## config.mk

```make
export PLATFORM = sky130hd
export DESIGN_NAME = fft_mag_arbiter
export DESIGN_NICKNAME = d
export VERILOG_FILES = /design/src/rtl/fft_mag_arbiter.sv
export SDC_FILE = /design/constraint.sdc
export NUM_CORES = 2
export LEC_CHECK = 0
export BUFFER_PORTS_ARGS = -buffer_cell sky130_fd_sc_hd__buf_2
export CAP_MARGIN = 10
export CORE_ASPECT_RATIO = 1.4
export CORE_MARGIN = 2
export CORE_UTILIZATION = 35
export CTS_CLUSTER_SIZE = 14
export DETAILED_ROUTE_END_ITERATION = 8
export PLACE_DENSITY = 0.55
export SLEW_MARGIN = 20
export SYNTH_ARGS = -nofsm -noshare
export SYNTH_HDL_FRONTEND = slang
export SYNTH_SLANG_ARGS = --single-unit
```

## constraint.sdc

```tcl
create_clock -name clk -period 7.7 [get_ports clk]
set_clock_uncertainty 0.15 [all_clocks]
set_input_delay 1.54 -clock clk [delete_from_list [all_inputs] [get_ports clk]]
set_output_delay 1.54 -clock clk [all_outputs]
set_load 0.01 [all_outputs]
```

## src/rtl/fft_mag_arbiter.sv

```systemverilog
// fft_mag_arbiter
//
// Shares one pipelined square-root unit between the red and IR FFT output
// streams. Each accepted complex bin is squared and summed (re^2 + im^2) over
// two registered stages. The result is then issued to the sqrt unit, and a
// {chan, bin, last} tag is queued. Every root that comes back pops one tag,
// so the unit may have any latency as long as it returns results in order.
//
// Optional feature macro: MAG_HALF_SPECTRUM_EN
//   defined   - bins >= FFT_LEN/2 are accepted and counted but never issued;
//               mag_last marks bin FFT_LEN/2-1.
//   undefined - every bin is issued; mag_last marks bin FFT_LEN-1.
//
// Ports
//   clk, reset_n           clock, asynchronous active-low reset
//   red_valid/sop/data     red FFT bin: data[35:18] signed re, [17:0] signed im
//   ir_valid/sop/data      IR FFT bin, same format
//   red_ready, ir_ready    combinational accept strobes (valid & ready)
//   sqrt_start             radicand valid to the sqrt unit
//   sqrt_radicand          45-bit unsigned re^2 + im^2
//   sqrt_valid, sqrt_root  returned root from the sqrt unit
//   mag_valid              single-cycle tagged magnitude strobe
//   mag_data               root, zero-extended to 24 bits
//   mag_chan               0 = red, 1 = IR
//   mag_bin                bin index of the magnitude
//   mag_last               final forwarded bin of a frame
//   tag_err                sticky: a root arrived while no tag was queued

module fft_mag_arbiter #(
  parameter int unsigned FFT_LEN   = 1024,
  parameter int unsigned TAG_DEPTH = 32
) (
  input  logic        clk,
  input  logic        reset_n,

  input  logic        red_valid,
  input  logic        red_sop,
  input  logic [35:0] red_data,
  output logic        red_ready,

  input  logic        ir_valid,
  input  logic        ir_sop,
  input  logic [35:0] ir_data,
  output logic        ir_ready,

  output logic        sqrt_start,
  output logic [44:0] sqrt_radicand,
  input  logic        sqrt_valid,
  input  logic [22:0] sqrt_root,

  output logic        mag_valid,
  output logic [23:0] mag_data,
  output logic        mag_chan,
  output logic [9:0]  mag_bin,
  output logic        mag_last,
  output logic        tag_err
);

  localparam int unsigned BinW = 10;
  // Tag layout: {chan, bin, last}
  localparam int unsigned TagW = BinW + 2;
  localparam int unsigned PtrW = (TAG_DEPTH > 1) ? $clog2(TAG_DEPTH) : 1;
  // One spare bit so occupancy plus the two in-flight stages never wraps.
  localparam int unsigned LvlW = $clog2(TAG_DEPTH + 1) + 1;

  localparam logic [BinW-1:0] BinOne  = BinW'(1);
  localparam logic [BinW-1:0] BinMax  = BinW'(FFT_LEN - 1);
`ifdef MAG_HALF_SPECTRUM_EN
  localparam logic [BinW-1:0] HalfLen = BinW'(FFT_LEN / 2);
  localparam logic [BinW-1:0] LastBin = BinW'(FFT_LEN / 2 - 1);
`else
  localparam logic [BinW-1:0] LastBin = BinMax;
`endif
  localparam logic [LvlW-1:0] LvlOne  = LvlW'(1);
  localparam logic [LvlW-1:0] StopLvl = LvlW'(TAG_DEPTH - 3);
  localparam logic [PtrW-1:0] PtrOne  = PtrW'(1);
  localparam logic [PtrW-1:0] PtrMax  = PtrW'(TAG_DEPTH - 1);

  // ---------------------------------------------------------------------------
  // State
  // ---------------------------------------------------------------------------
  logic                   last_ir_q;   // 1 when IR was the most recent grant
  logic [BinW-1:0]        red_cnt_q, red_cnt_d;
  logic [BinW-1:0]        ir_cnt_q, ir_cnt_d;

  logic                   s1_valid_q;
  logic [35:0]            s1_re_sq_q, s1_im_sq_q;
  logic [TagW-1:0]        s1_tag_q;

  logic                   s2_valid_q;
  logic [36:0]            s2_sum_q;
  logic [TagW-1:0]        s2_tag_q;

  logic [TagW-1:0]        tag_mem [TAG_DEPTH];
  logic [PtrW-1:0]        wr_ptr_q, rd_ptr_q;
  logic [LvlW-1:0]        occ_q, occ_d;

  logic                   mag_valid_q;
  logic [23:0]            mag_data_q;
  logic                   mag_chan_q;
  logic [BinW-1:0]        mag_bin_q;
  logic                   mag_last_q;
  logic                   tag_err_q;

  // ---------------------------------------------------------------------------
  // Arbitration and flow control
  // ---------------------------------------------------------------------------
  logic [LvlW-1:0] level;
  logic            room;
  logic            grant_red, grant_ir;

  always_comb begin
    // Entries in stages 1 and 2 will each claim a tag slot, so count them now.
    level     = occ_q + LvlW'(s1_valid_q) + LvlW'(s2_valid_q);
    // Ready is forced low while reset is held, not just after the next edge.
    room      = reset_n && (level < StopLvl);
    grant_red = red_valid && (!ir_valid || last_ir_q);
    grant_ir  = ir_valid && (!red_valid || !last_ir_q);
  end

  assign red_ready = room & grant_red;
  assign ir_ready  = room & grant_ir;

  // ---------------------------------------------------------------------------
  // Accept, bin tagging and squaring
  // ---------------------------------------------------------------------------
  logic               acc_red, acc_ir, acc_any, acc_issue;
  logic               acc_sop;
  logic [35:0]        acc_data;
  logic [BinW-1:0]    cur_cnt, next_cnt, acc_bin;
  logic signed [17:0] acc_re, acc_im;
  logic signed [35:0] re_ext, im_ext, re_sq, im_sq;

  always_comb begin
    acc_red  = red_valid & red_ready;
    acc_ir   = ir_valid & ir_ready;
    acc_any  = acc_red | acc_ir;

    acc_sop  = acc_ir ? ir_sop : red_sop;
    acc_data = acc_ir ? ir_data : red_data;
    cur_cnt  = acc_ir ? ir_cnt_q : red_cnt_q;

    // sop restarts the frame even mid-count: this bin is 0, the next is 1.
    acc_bin  = acc_sop ? '0 : cur_cnt;
    if (acc_sop) begin
      next_cnt = BinOne;
    end else if (cur_cnt == BinMax) begin
      next_cnt = '0;
    end else begin
      next_cnt = cur_cnt + BinOne;
    end

    red_cnt_d = acc_red ? next_cnt : red_cnt_q;
    ir_cnt_d  = acc_ir ? next_cnt : ir_cnt_q;

`ifdef MAG_HALF_SPECTRUM_EN
    // Upper-half bins are counted but produce no radicand, tag or output.
    acc_issue = acc_any && (acc_bin < HalfLen);
`else
    acc_issue = acc_any;
`endif

    acc_re = acc_data[35:18];
    acc_im = acc_data[17:0];
    // Widen before multiplying so the full signed 36-bit product is kept.
    re_ext = 36'(acc_re);
    im_ext = 36'(acc_im);
    re_sq  = re_ext * re_ext;
    im_sq  = im_ext * im_ext;
  end

  always_ff @(posedge clk or negedge reset_n) begin
    if (!reset_n) begin
      last_ir_q <= 1'b1;  // makes red the first winner of a tie
      red_cnt_q <= '0;
      ir_cnt_q  <= '0;
    end else begin
      if (acc_any) begin
        last_ir_q <= acc_ir;
      end
      red_cnt_q <= red_cnt_d;
      ir_cnt_q  <= ir_cnt_d;
    end
  end

  // ---------------------------------------------------------------------------
  // Stage 1: squares; stage 2: sum driven straight to the sqrt unit
  // ---------------------------------------------------------------------------
  always_ff @(posedge clk or negedge reset_n) begin
    if (!reset_n) begin
      s1_valid_q <= 1'b0;
      s1_re_sq_q <= '0;
      s1_im_sq_q <= '0;
      s1_tag_q   <= '0;
      s2_valid_q <= 1'b0;
      s2_sum_q   <= '0;
      s2_tag_q   <= '0;
    end else begin
      s1_valid_q <= acc_issue;
      if (acc_issue) begin
        // Squares are never negative, so they can be kept as unsigned.
        s1_re_sq_q <= re_sq;
        s1_im_sq_q <= im_sq;
        s1_tag_q   <= {acc_ir, acc_bin, (acc_bin == LastBin)};
      end
      s2_valid_q <= s1_valid_q;
      if (s1_valid_q) begin
        // Largest sum is 2^35, so 37 bits cannot overflow.
        s2_sum_q <= {1'b0, s1_re_sq_q} + {1'b0, s1_im_sq_q};
        s2_tag_q <= s1_tag_q;
      end
    end
  end

  assign sqrt_start    = s2_valid_q;
  assign sqrt_radicand = {8'b0, s2_sum_q};

  // ---------------------------------------------------------------------------
  // Tag FIFO: pushed on issue, popped on every returned root
  // ---------------------------------------------------------------------------
  logic            push, pop, underflow;
  logic [TagW-1:0] rd_tag;

  always_comb begin
    push      = s2_valid_q;
    pop       = sqrt_valid && (occ_q != '0);
    underflow = sqrt_valid && (occ_q == '0);
    case ({push, pop})
      2'b10:   occ_d = occ_q + LvlOne;
      2'b01:   occ_d = occ_q - LvlOne;
      default: occ_d = occ_q;
    endcase
  end

  assign rd_tag = tag_mem[rd_ptr_q];

  // Storage needs no reset; occupancy alone decides which entries are live.
  always_ff @(posedge clk) begin
    if (push) begin
      tag_mem[wr_ptr_q] <= s2_tag_q;
    end
  end

  always_ff @(posedge clk or negedge reset_n) begin
    if (!reset_n) begin
      wr_ptr_q <= '0;
      rd_ptr_q <= '0;
      occ_q    <= '0;
    end else begin
      if (push) begin
        wr_ptr_q <= (wr_ptr_q == PtrMax) ? '0 : wr_ptr_q + PtrOne;
      end
      if (pop) begin
        rd_ptr_q <= (rd_ptr_q == PtrMax) ? '0 : rd_ptr_q + PtrOne;
      end
      occ_q <= occ_d;
    end
  end

  // ---------------------------------------------------------------------------
  // Tagged magnitude output
  // ---------------------------------------------------------------------------
  always_ff @(posedge clk or negedge reset_n) begin
    if (!reset_n) begin
      mag_valid_q <= 1'b0;
      mag_data_q  <= '0;
      mag_chan_q  <= 1'b0;
      mag_bin_q   <= '0;
      mag_last_q  <= 1'b0;
      tag_err_q   <= 1'b0;
    end else begin
      mag_valid_q <= pop;
      if (pop) begin
        mag_data_q <= {1'b0, sqrt_root};
        mag_chan_q <= rd_tag[TagW-1];
        mag_bin_q  <= rd_tag[TagW-2:1];
        mag_last_q <= rd_tag[0];
      end
      // A root with no queued tag is dropped and flagged until reset.
      if (underflow) begin
        tag_err_q <= 1'b1;
      end
    end
  end

  assign mag_valid = mag_valid_q;
  assign mag_data  = mag_data_q;
  assign mag_chan  = mag_chan_q;
  assign mag_bin   = mag_bin_q;
  assign mag_last  = mag_last_q;
  assign tag_err   = tag_err_q;

endmodule
```

-- Word level (Yosys, flattened, before mapping)
Memories as Yosys holds them, arrays and structs flattened. A register that Yosys moved wholly into a read port is not among the register bits.
Index checks and enable logic that the tools add are counted.
- $add $sub $neg: 8
- eq/ne operators: 6
- bitwise logic cells: 5
- mux-type cells: 11
- magnitude comparators: 1
- multipliers: 2
- reductions and logical operators: 14
- operator list (kind ; count):
    $mul A18 B18 Y36 ; 2
    $mux W10 ; 4
    $add A36 B36 Y37 ; 1
    $mux W36 ; 1
    $eq A10 B10 Y1 const B ; 2
    $add A7 B1 Y7 ; 2
    $pmux W7 S2 ; 1
    $add A10 B1 Y10 const B ; 1
    $add A5 B1 Y5 const B ; 2
    $eq A5 B5 Y1 const B ; 2
    $mux W5 ; 2
    $add A7 B1 Y7 const B ; 1
    $logic_not A7 Y1 ; 1
    $lt A7 B5 Y1 const B ; 1
    $reduce_bool A7 Y1 ; 1
    $sub A7 B1 Y7 const B ; 1
    $logic_and A1 B1 Y1 ; 5
    $and A1 B1 Y1 ; 4
    $logic_not A1 Y1 ; 4
    $mux W1 ; 3
    $eq A2 B1 Y1 const B ; 1
    $eq A2 B2 Y1 const B ; 1
    $logic_or A1 B1 Y1 ; 2
    $reduce_bool A2 Y1 ; 1
    $or A1 B1 Y1 ; 1
- memories kept: 1
- bits of input ports: 102
- RAM bits: 384
- register bits: 198
- word-level logic and storage cells: 64
- memory list (name ; words ; bits a word ; rd ports ; clocked after Yosys merged registers in ; write ports ; line ; text):
    tag_mem ; 32 ; 12 ; 1 ; 1 ; 1 ; 94 ; logic [TagW-1:0] tag_mem [TAG_DEPTH];

-- Logic depth before layout (Yosys ltp)
- depth after elaboration: 10
- gate-level depth with buffers: 37

-- Worst setup path before layout
No wires, ideal clock.
- kind: in2reg
- from: input ir_valid
- to: register s1_im_sq_q[33]
- buffers on the path: 3
- path slack: -0.571 ns
- stages: 30
- arrival: 7.988 ns
- cells stage by stage: and3_1 -> nand3_2 -> buf_8 -> buf_8 -> mux2i_2 -> inv_2 -> buf_4 -> nand2_1 -> inv_1 -> fa_1 -> inv_1 -> fa_1 -> inv_1 -> ha_1 -> inv_1 -> fa_1 -> inv_1 -> fa_1 -> inv_1 -> fa_1 -> inv_1 -> ha_1 -> and3_1 -> a311oi_1 -> o21ai_0 -> a21oi_1 -> o31ai_1 -> a21oi_1 -> xor2_1 -> o21ai_0
- word-level cells in the longest chain between the ends: 6
- ends and longest elaborated chain (item ; line ; text):
    from (decl) ; 41 ; input logic ir_valid,
    parallel branches: the longest is 6 deep, another holds $mul A18 B18 Y36 ; n/a ;
    to (signal assigned) ; 203 ; s1_im_sq_q <= im_sq;
    to (decl) ; 87 ; logic [35:0] s1_re_sq_q, s1_im_sq_q;
Parallel ways; which one is timed is not known.
A chain may end at the register's enable or synchronous reset.

-- Worst setup path after layout
- from: register occ_q[0]
- to: register s1_im_sq_q[33]
- word-level cells in the longest chain between the ends: 8
- ends and longest elaborated chain (item ; line ; text):
    from (decl) ; 96 ; logic [LvlW-1:0] occ_q, occ_d;
    from (signal assigned) ; 248 ; occ_q <= '0;
    from (signal assigned) ; 256 ; occ_q <= occ_d;
    $add A7 B1 Y7 (*) (2 in a row) ; 114 ; level = occ_q + LvlW'(s1_valid_q) + LvlW'(s2_valid_q);
    $lt A7 B5 Y1 (*) ; 116 ; room = reset_n && (level < StopLvl);
    $logic_and A1 B1 Y1 (*) ; 116 ;
    $and A1 B1 Y1 ; 122 ; assign ir_ready = room & grant_ir;
    $and A1 B1 Y1 ; 136 ; acc_ir = ir_valid & ir_ready;
    $mux W36 ; 140 ; acc_data = acc_ir ? ir_data : red_data;
    $mul A18 B18 Y36 ; 169 ; im_sq = im_ext * im_ext;
Every way passes the cells marked *; elsewhere a longest branch is shown, timed or not.

==> Implementation_results.wiki <==
{| class="wikitable"
! Metric !! Value
|-
| Top area cells in the synthesized netlist || sky130_fd_sc_hd__fa_1, sky130_fd_sc_hd__edfxtp_1, sky130_fd_sc_hd__dfrtp_1
|-
| Req. time, crit path || just over 8000 ps
|-
| Placed cell area || 0.0543 mm2
|-
| Share of the synthesized area in the top cell type || 25.0%
|-
| Detailed Routing Iterations Pass 1 || 5
|-
| Post-layout instance area || 0.0587 mm2
|-
| Share of the synthesized area in compound gates (AO/OA/AOI/OAI) || 5.65%
|-
| Area Overhead vs Synth || 25.3%
|-
| Leading cell type in the layout, fill and taps excluded || sky130_fd_sc_hd__inv_1
|-
| Die W || 313 um
|-
| CTS Buf Count || 61
|-
| Drt first-iter violations || 1448
|-
| Worst R2R End || s1_im_sq_q[33]
|-
| Boundary pin count || approximately 190
|-
| Unrepaired setup endpoints after global routing || yes
|-
| R2R depth || 31
|-
| First-pass GRT wire length || 194000 um
|-
| Most common flop cell mapped by yosys || sky130_fd_sc_hd__edfxtp_1
|-
| Post-DP HPWL || 97600 um
|-
| Number of enable flip-flop cells after synthesis || 384
|-
| Share of synthesized area spent on multiplexers || under 10%
|-
| Clock input transition at the sequential cells of the worst setup and hold paths || approximately 60 ps
|-
| Total number of vias || roughly 32000
|-
| Reg2Reg Setup Slack || -230 ps
|-
| CTS Sinks || 592
|-
| Setup slack of the critical path after layout || -229 ps
|-
| Most frequent cell on the critical path || sky130_fd_sc_hd__fa_1
|-
| Reg-to-Reg Start || occ_q[0]
|-
| Antenna violations before repair || 6
|-
| Cell type with the highest aggregate area in the netlist || sky130_fd_sc_hd__fa_1
|-
| Aggregate routed wire length || around 120000 um
|-
| Crit-path max FO || 8
|-
| Worst min-delay path class || flip-flop to flip-flop
|-
| Number of standard-cell rows in the floorplan || between 150 and 200
|-
| Final global-route overflow total || 0
|-
| Placeable core region || 0.133 mm2
|-
| Largest family of logic cells by synthesized area || adder cells
|-
| Longest individual stage delay on the worst path || 590 ps
|-
| Buffers & Inverters on Critical Path || 8
|-
| Detail Route Antenna Nets || 0
|-
| Later-pin clock latency in the skew report || 680 ps
|-
| Failing checks || negative setup slack
|-
| Number of hold violations in the final report || 0
|-
| Number of global-route vias before repair || 34800
|-
| CP arrival || 8280 ps
|-
| GRT Overall Usage || a little under a fifth
|-
| Proportion of synthesized flip-flops having asynchronous set or reset || 35.1%
|-
| Fmax || 0.126 GHz
|-
| Starting utilization of the core area || around a third
|-
| Post-synthesis share of cell area spent on full adders, half adders and majority gates || between 30% and 40%
|-
| Hold depth || 1
|-
| Largest net degree at the start of global routing || 76
|-
| Status || complete, but fails checks
|-
| Category of the critical setup timing path || flip-flop to flip-flop
|-
| Normalized max-slew margin || 25.1%
|-
| Avg Synthesized Cell Area || 11.6 um2
|-
| Final worst-path cycle share || 103%
|-
| Register area share after synthesis || 35.7%
|-
| Synth cell types || 86
|-
| Hold path startpoint || tag_err
|-
| End point of the most critical hold path || tag_err
|-
| Ratio of cells with drive above 1 in the final layout || a little under a third
|-
| Actual transition at the worst max-transition pin || 1120 ps
|-
| Final net count || 5782
|-
| CP max-delay cell || sky130_fd_sc_hd__fa_1
|-
| Fin. max-slew vios || 0
|-
| Number of design rule violations left after detail routing || 0
|-
| Register bit count reported by yosys || 592
|-
| Gate family responsible for the most delay along the worst path || adder cells
|-
| Chip height || 437 um
|-
| Shortest period the worst path allows || around 7900 ps
|-
| Final weighted congestion of routability-driven global placement || 0.898
|-
| # port buffers || between 150 and 200
|-
| Syn Inst Count || just over 4000
|-
| Dpl ws || -891 ps
|-
| Kind of end point of the critical path || flip-flop
|-
| Average wire per cell in the routed design || 18.6 um
|-
| Die outline area || 0.137 mm2
|-
| CTS tree || done
|-
| Parity-gate share of the synthesized area counting xor and xnor cells || 2.45%
|-
| Most frequent cells in the layout || sky130_fd_sc_hd__inv_1, sky130_fd_sc_hd__buf_4, sky130_fd_sc_hd__fa_1, sky130_fd_sc_hd__nand2_1, sky130_fd_sc_hd__edfxtp_1
|-
| Number of warning messages in the yosys log || 0
|-
| Area of the mapped netlist || around 0.047 mm2
|-
| Area share of and/or/nand/nor cells after synthesis || 7.77%
|-
| Level count of the clock H-tree || 2
|-
| Nature of the critical path startpoint || flip-flop
|-
| Number of buffers on the longest clock path || 3
|-
| Via/cell ratio || 4.74
|-
| Worst hold slack || 312 ps
|-
| Crit path launch || occ_q[0]
|-
| End-of-flow core utilization || 44.3%
|-
| Master cell of the clock root buffer || sky130_fd_sc_hd__clkbuf_16
|-
| Setup violators final || 30
|-
| Max-capacitance violation count || 0
|}
## metal layers
layer / GRT usage (%) / vias up / routed length (um)
met4: 6.06 / 4 / 4740
met2: 35.3 / 614 / 68000
met3: 2.22 / 230 / 4520
met5: 0 / - / 23
li1: - / 14600 / -
met1: 20.9 / 16000 / 46600
## sequential cells by signal (all words and copies together), names as in the netlist
name and count:
mag_data 23, s1_re_sq_q 35, s2_tag_q 12, tag_mem 384, mag_last 1, s1_valid_q 1, occ_q 7, red_cnt_q 10
mag_valid 1, s1_im_sq_q 35, mag_bin 10, last_ir_q 1, s2_sum_q 37, s1_tag_q 12, ir_cnt_q 10, mag_chan 1
wr_ptr_q 5, rd_ptr_q 5, tag_err 1, sqrt_start 1
## stage by stage
stage	TNS, ps	cells
after global routing	-14770	6647
after CTS	-5020	6604
final	-3580	6650
after floorplan	-44.7	4061
after global placement	-25670	6451
after detailed placement	-26390	6451
## cell families after synthesis
logic type,count (synthesis)
xor gates and xnor gates,131
muxes,215
buffers and inverters,976
AOI/OAI and AO/OA,418
adders and majority gates,846
and+or+nand+nor,874
DFF,592
other,1
## worst max-delay path by stage
stage / to / depth (start not counted)
after floorplan: s1_im_sq_q[33] / 29
final: s1_im_sq_q[33] / 31
after global placement: s1_re_sq_q[33] / 29
after global routing: s1_re_sq_q[34] / 33
after CTS: s1_re_sq_q[33] / 36
after detailed placement: s1_re_sq_q[33] / 29
## worst register-to-register path, delay by kind of cell (launching register included)
family,cells,cell delay (ps)
adder cells (fa/ha/maj),9,3990
AO/OA/AOI/OAI,9,1440
AND/OR/NAND/NOR,3,450
buffers and inverters,8,880
flip-flops,1,400
multiplexers,1,320
XOR/XNOR,1,160
## cells in the mapped netlist, types with 17 or more instances
master	number
sky130_fd_sc_hd__inv_1	829
sky130_fd_sc_hd__xor2_1	51
sky130_fd_sc_hd__mux4_2	120
sky130_fd_sc_hd__dfrtp_1	207
sky130_fd_sc_hd__nand3_1	21
sky130_fd_sc_hd__fa_1	586
sky130_fd_sc_hd__mux2_2	48
sky130_fd_sc_hd__o21a_1	17
sky130_fd_sc_hd__ha_1	260
sky130_fd_sc_hd__xnor2_1	80
sky130_fd_sc_hd__nor2_1	230
sky130_fd_sc_hd__clkbuf_1	41
sky130_fd_sc_hd__inv_2	20
sky130_fd_sc_hd__nand2_1	499
sky130_fd_sc_hd__a21o_1	44
sky130_fd_sc_hd__a21oi_1	122
sky130_fd_sc_hd__edfxtp_1	384
sky130_fd_sc_hd__o31ai_1	27
sky130_fd_sc_hd__mux2i_1	31
sky130_fd_sc_hd__nor3_1	18
sky130_fd_sc_hd__buf_2	54
sky130_fd_sc_hd__o21ai_0	106
sky130_fd_sc_hd__and3_1	18
## cell type report
| class | count | area, um2 |
|---|---|---|
| Antenna cell | 3 | 7.51 |
| Clock buffer | 82 | 1710 |
| Clock inverter | 34 | 455 |
| Fill cell | 12400 | 73900 |
| Inverter | 851 | 3260 |
| Multi-Input combinational cell | 2493 | 27900 |
| Sequential cell | 592 | 16700 |
| Tap cell | 1760 | 2200 |
| Timing Repair Buffer | 834 | 6400 |
| Timing Repair inverter | 1 | 7.51 |
## timing repair
item,CTS,global route
hold buffers,0,0
gates cloned,1,3
setup endpoints to repair,45,45
buffers inserted,36,45
endpoints found under the hold margin,0,0
gates resized for setup,216,204
pin swaps,81,158
Power is not shown: default switching activity piles up to over one toggle a cycle in this logic, so the estimate is an artifact.
